$ cat src/rtl/fetch_pkg.sv
// Shared constants and types for the RV32I instruction fetch unit.
package fetch_pkg;

    localparam logic [31:0] INSN_NOP         = 32'h0000_0013;
    localparam logic [31:0] RESET_PC_DEFAULT = 32'h0000_0000;

    typedef struct packed {
        logic [31:0] pc;
        logic [31:0] insn;
    } fetch_entry_t;

    function automatic logic [31:0] word_align(input logic [31:0] addr);
        return addr & 32'hFFFF_FFFC;
    endfunction

endpackage

$ cat src/rtl/fetch_fifo.sv
// Purpose: DEPTH-entry synchronous FIFO with flush and occupancy count.
// Latency: a pushed entry is visible at the head on the following cycle.
// Backpressure: none internally; the caller must not push when full without a pop.
module fetch_fifo #(
    parameter int WIDTH = 64,
    parameter int DEPTH = 2
) (
    input  logic                         clk,
    input  logic                         rst_n,
    input  logic                         flush,
    input  logic                         push,
    input  logic [WIDTH-1:0]             push_dat,
    input  logic                         pop,
    output logic [WIDTH-1:0]             head_dat,
    output logic [$clog2(DEPTH+1)-1:0]   count
);

    localparam int AW = $clog2(DEPTH);
    localparam int CW = $clog2(DEPTH + 1);

    logic [WIDTH-1:0] mem [DEPTH];
    logic [AW-1:0]    rd_ptr;
    logic [AW-1:0]    wr_ptr;
    logic             do_push;
    logic             do_pop;

    assign do_pop   = pop && (count != '0);
    // A full FIFO still accepts a push when the head leaves in the same cycle.
    assign do_push  = push && ((count != CW'(DEPTH)) || do_pop);
    assign head_dat = mem[rd_ptr];

    always_ff @(posedge clk or negedge rst_n) begin
        if (!rst_n) begin
            rd_ptr <= '0;
            wr_ptr <= '0;
            count  <= '0;
            for (int i = 0; i < DEPTH; i++) begin
                mem[i] <= '0;
            end
        end else if (flush) begin
            rd_ptr <= '0;
            wr_ptr <= '0;
            count  <= '0;
        end else begin
            if (do_push) begin
                mem[wr_ptr] <= push_dat;
                wr_ptr      <= wr_ptr + AW'(1);
            end
            if (do_pop) begin
                rd_ptr <= rd_ptr + AW'(1);
            end
            count <= count + CW'(do_push) - CW'(do_pop);
        end
    end

    a_no_overflow: assert property (@(posedge clk) disable iff (!rst_n)
        (push && !flush) |-> ((count != CW'(DEPTH)) || pop));

endmodule

$ cat src/rtl/fetch.sv
// Purpose: RV32I fetch; issues word requests, buffers {pc, insn}, flushes on redirect.
// Latency: response to insn_valid is 1 cycle; first insn appears 2 cycles after first accept.
// Backpressure: requests are credit-limited so in-flight plus buffered words never exceed DEPTH.
module fetch
    import fetch_pkg::*;
#(
    parameter logic [31:0] RESET_PC = RESET_PC_DEFAULT,
    parameter int          DEPTH    = 2
) (
    input  logic        clk,
    input  logic        rst_n,
    input  logic        redirect,
    input  logic [31:0] redirect_pc,
    output logic        imem_req_valid,
    input  logic        imem_req_ready,
    output logic [31:0] imem_req_addr,
    input  logic        imem_resp_valid,
    input  logic [31:0] imem_resp_data,
    output logic        insn_valid,
    input  logic        insn_ready,
    output logic [31:0] insn,
    output logic [31:0] insn_pc
);

    localparam int CW = $clog2(DEPTH + 1);

    logic [31:0]   pc;
    logic [CW-1:0] outstanding;
    logic [CW-1:0] drop;
    logic [CW-1:0] fifo_count;
    logic [31:0]   resp_pc;
    logic          credit_ok;
    logic          req_fire;
    logic          resp_keep;
    fetch_entry_t  push_entry;
    fetch_entry_t  head_entry;

    assign credit_ok      = ({1'b0, outstanding} + {1'b0, fifo_count}) < (CW + 1)'(DEPTH);
    assign imem_req_valid = rst_n && !redirect && credit_ok;
    assign imem_req_addr  = pc;
    assign req_fire       = imem_req_valid && imem_req_ready;

    // Responses for requests issued before a redirect are counted off by drop.
    assign resp_keep  = imem_resp_valid && !redirect && (drop == '0);
    assign push_entry = '{pc: resp_pc, insn: imem_resp_data};

    // The pcq occupancy is the outstanding-request count.
    fetch_fifo #(
        .WIDTH (32),
        .DEPTH (DEPTH)
    ) u_pcq (
        .clk      (clk),
        .rst_n    (rst_n),
        .flush    (1'b0),
        .push     (req_fire),
        .push_dat (pc),
        .pop      (imem_resp_valid),
        .head_dat (resp_pc),
        .count    (outstanding)
    );

    fetch_fifo #(
        .WIDTH (64),
        .DEPTH (DEPTH)
    ) u_out_fifo (
        .clk      (clk),
        .rst_n    (rst_n),
        .flush    (redirect),
        .push     (resp_keep),
        .push_dat (push_entry),
        .pop      (insn_valid && insn_ready),
        .head_dat (head_entry),
        .count    (fifo_count)
    );

    assign insn_valid = (fifo_count != '0);
    assign insn       = head_entry.insn;
    assign insn_pc    = head_entry.pc;

    always_ff @(posedge clk or negedge rst_n) begin
        if (!rst_n) begin
            pc   <= RESET_PC;
            drop <= '0;
        end else if (redirect) begin
            pc   <= word_align(redirect_pc);
            // Every request still in flight after this cycle is stale.
            drop <= outstanding - CW'(imem_resp_valid);
        end else begin
            if (req_fire) begin
                pc <= pc + 32'd4;
            end
            if (imem_resp_valid && (drop != '0)) begin
                drop <= drop - CW'(1);
            end
        end
    end

    a_resp_expected: assert property (@(posedge clk) disable iff (!rst_n)
        imem_resp_valid |-> (outstanding != '0));

endmodule
$ cat config.mk
export PLATFORM = sky130hd
export DESIGN_NAME = fetch
export DESIGN_NICKNAME = d
export VERILOG_FILES = /design/src/rtl/fetch_pkg.sv /design/src/rtl/fetch_fifo.sv /design/src/rtl/fetch.sv
export SDC_FILE = /design/constraint.sdc
export NUM_CORES = 1
export LEC_CHECK = 0
export CAP_MARGIN = 30
export CORE_MARGIN = 4
export CORE_UTILIZATION = 35
export CTS_BUF_LIST = sky130_fd_sc_hd__clkbuf_2
export DETAILED_ROUTE_END_ITERATION = 16
export PLACE_DENSITY_LB_ADDON = 0.12
export SYNTH_ARGS = -nofsm -noshare
export SYNTH_HDL_FRONTEND = slang
export SYNTH_SLANG_ARGS = --single-unit
$ cat constraint.sdc
create_clock -name clk -period 6.7 [get_ports clk]
set_input_delay 1.005 -clock clk [delete_from_list [all_inputs] [get_ports clk]]
set_output_delay 1.005 -clock clk [all_outputs]
set_load 0.02 [all_outputs]
==> impl_metrics.py <==
metrics = {
    "synth": {
        "async_reset_ff_share_pct": 100.0,
        "ys_top_cells_by_area": "dfrtp_1, mux2_2, mux2_4",
        "ys_seq_area_share_pct": 54.42,
        "synth_edf_count": 0,
        "syn_inst": 829,
        "synthFlopType": "dfrtp_1",
        "synth.top_cell.area_share_pct": 54.42,
        "yosysWarnings": 0,
        "netlist_area_um2": 10300,
        "synth.distinct_cells": 52,
        "ys_seq_elements": 224,
        "synth_top_cell_by_area": "dfrtp_1",
        "avgSynthCellArea_um2": 12.43,
    },
    "grt": {
        "grt_pass1_vias": 7274,
        "met1_usage_pct": 21.48,
        "overflow": 0,
        "met2_usage_pct": 24.32,
        "met3_usage_pct": 3.517,
        "grt_usage_pct": 15.35,
        "grt_pass1_wl_um": 40540,
        "grt_antenna_before_repair": 1,
        "grt_busiest_layer": "met2",
        "grt_max_degree": 70,
    },
    "timing": {
        "rsz0062_at_grt": "false",
        "finalCritPeriodShare_pct": 64.82,
        "slew-limit-headroom_pct": 38.00,
        "fin_skew_ps": 68.45,
        "max_freq_mhz": 230.2,
        "finalSetupViolCount": 0,
        "hold_violations": 0,
        "drv_slew": 0,
        "final.min_clock_period_ps": 4343,
        "tns_ps": 0,
        "tightest_slew_ps": 930.1,
    },
    "die": {
        "start_util_pct": 35.70,
        "die_w_um": 179.6,
        "core-area_um2": 28860,
        "fp.dieH_um": 179.6,
        "die_area_um2": 32240,
        "rows": 62,
        "io_pins": 168,
    },
    "hold_path": {
        "hold_class": "flop to flop",
    },
    "critical_path": {
        "cp-end-kind": "output port",
        "reg2reg_to": "u_pcq.mem[42]",
        "critical_path_required_ps": 5690,
        "rr_worst_depth": 9,
        "critPathLaunch": "u_out_fifo.rd_ptr",
        "r2r_setup_slack_ps": 3260,
        "critPathKind": "flop to output port",
        "critical_path.endpoint": "insn_pc[31]",
        "startpoint_type": "flop",
        "path_max_fanout": 32,
        "timing.rr.start": "u_pcq.count[0]",
        "arrival_ps": 3340,
    },
    "drt": {
        "initialDrtViolationCount": 267,
        "detail-route-antenna-nets": 0,
        "vias": 6854,
        "drc": 0,
        "drt-total-wl_um": 24890,
        "viasPerCell": 4.753,
        "wl_per_cell_um": 17.26,
        "first_pass_iters": 4,
    },
    "cts": {
        "cts.sinks": 224,
        "cts_made_buffers": 59,
        "clk_path_buf_depth": 3,
        "cts.repair.resized": 0,
        "htree_levels": 2,
        "clk-insertion-delay-late_ps": 830,
        "cts_root_buf": "clkbuf_2",
        "path_clk_slew_ps": 100,
        "cts_tree": "built",
    },
    "place": {
        "placed_area_um2": 12310,
        "gp_congestion": 0.7300,
        "io_buffers": 161,
        "place.detailed.hpwl_um": 16620,
    },
    "pwr": {
        "power_density_nw_per_um2": 433.9,
        "p_comb_share_pct": 42.8,
        "p_leak_nw": 5.781,
        "vdd_drop_max_v": 0.0001529,
        "seq_power_share_pct": 40.3,
        "power_switching_share_pct": 35.28,
        "clkPwrFrac_pct": 16.9,
        "cellInternalPower_mw": 3.607,
        "p_total_mw": 5.573,
        "switchingPower_mw": 1.966,
    },
    "flow_run": {
        "maxCapViolCount": 0,
    },
    "cells_and_area": {
        "drive_above_1_share_pct": 29.99,
        "fillers": 2804,
        "layout.cells.most_common_list": "dfrtp_1, mux2_2, clkdlybuf4s50_1",
        "final_common_cell": "dfrtp_1",
        "area_growth_pct": 24.68,
        "multi_input_area_um2": 4407,
        "nets": 1094,
        "ff_latch_area_um2": 5608,
        "final_area_um2": 12840,
    },
    "status": {
        "outcome": "finished, final reports clean",
    },
}
[sequential cells by signal, indices dropped and copies added, names as in the netlist]
register	cells
drop	2
u_pcq.mem	60
u_out_fifo.rd_ptr	1
u_pcq.rd_ptr	1
u_out_fifo.count	2
u_out_fifo.mem	124
u_out_fifo.wr_ptr	1
u_pcq.wr_ptr	1
imem_req_addr	30
u_pcq.count	2
[logic make-up (layout without fill, tap and decap cells)]
kind of cell | after synthesis | in the layout | share of synthesized area, %
buffers and inverters | 64 | 289 | 3.085
muxes | 220 | 220 | 24.77
adders and majority gates | 8 | 8 | 1.045
DFF | 224 | 224 | 54.42
xor gates and xnor gates | 27 | 27 | 2.296
AOI/OAI and AO/OA | 99 | 99 | 5.405
and+or+nand+nor | 186 | 186 | 8.952
other | 1 | 5 | 0.03640
[what timing repair did]
item,in CTS,in global routing
hold buffers,1,0
hold endpoints to repair,26,0
setup buffers,0,0
[power by group through the flow]
| stage | sequential, mW | clock (mW) | combinational (mW) |
|---|---|---|---|
| finish | 2.24 | 0.943 | 2.39 |
| global route | 2.33 | 1.07 | 2.59 |
| CTS | 2.25 | 1.00 | 2.43 |
| floorplan | 2.14 | 0 | 1.60 |
| detailed placement | 2.28 | 0 | 2.42 |
| global placement | 2.30 | 0 | 2.35 |
[through the flow]
stage               setup WS (ps)  utilization (%)  hold slack [ps]  cells
global route                 2102            44.51            506.7   1442
detailed placement           2734            42.64            464.9   1338
global placement             2574            42.38            455.9   1335
CTS                          2115            44.50            486.7   1441
floorplan                    4099                -            444.4    832
finish                       2357            44.51            479.8   1442
[metal layers]
metal,wire (µm),vias up
li1,-,3316
met1,12110,3327
met2,11240,169
met3,1111,42
met4,423,0
met5,0,-
[cell type report]
cell class	instances	share of cell area, %
Tap cell	384	3.741
Clock buffer	93	3.624
Multi-Input combinational cell	544	34.31
Antenna cell	1	0.01948
Timing Repair Buffer	176	13.85
Inverter	11	0.3215
Clock inverter	9	0.4676
Sequential cell	224	43.66
[cells in the mapped netlist, types with 2 or more instances]
master    number
a211o_1        3
a21oi_1       33
and2_1         3
and3_1         4
buf_1          8
buf_2         14
buf_4         10
buf_6          3
clkbuf_1      18
dfrtp_1      224
ha_1           7
inv_1         10
mux2_2       159
mux2_4        30
mux2i_1       31
nand2_1       71
nand2b_1       4
nand3_1        9
nand3b_1       2
nand4_1       15
nor2_1        46
nor2b_1        8
nor3_1         7
nor3_2         2
nor4_1         3
o211ai_1       4
o21ai_0       48
o311ai_0       3
or4_1          2
xnor2_1       19
xor2_1         8
[how the worst min path moves through the flow]
stage | cells after the start | to | slack [ps] | from
floorplan | 2 | u_out_fifo.mem[34] | 440 | u_out_fifo.mem[34]
global placement | 2 | u_out_fifo.mem[55] | 460 | u_out_fifo.mem[55]
detailed placement | 2 | u_out_fifo.mem[40] | 460 | u_out_fifo.mem[40]
CTS | 2 | u_out_fifo.mem[37] | 490 | u_out_fifo.mem[37]
global route | 2 | u_out_fifo.mem[41] | 510 | u_out_fifo.mem[41]
finish | 2 | u_out_fifo.mem[56] | 480 | u_out_fifo.mem[56]
[worst max-delay path, cell delays in order (launching register included)]
cell and delay, ps:
dfrtp_2 990, buf_4 550, mux2_2 390, clkdlybuf4s50_1 590
(Power assumes the default switching activity.)
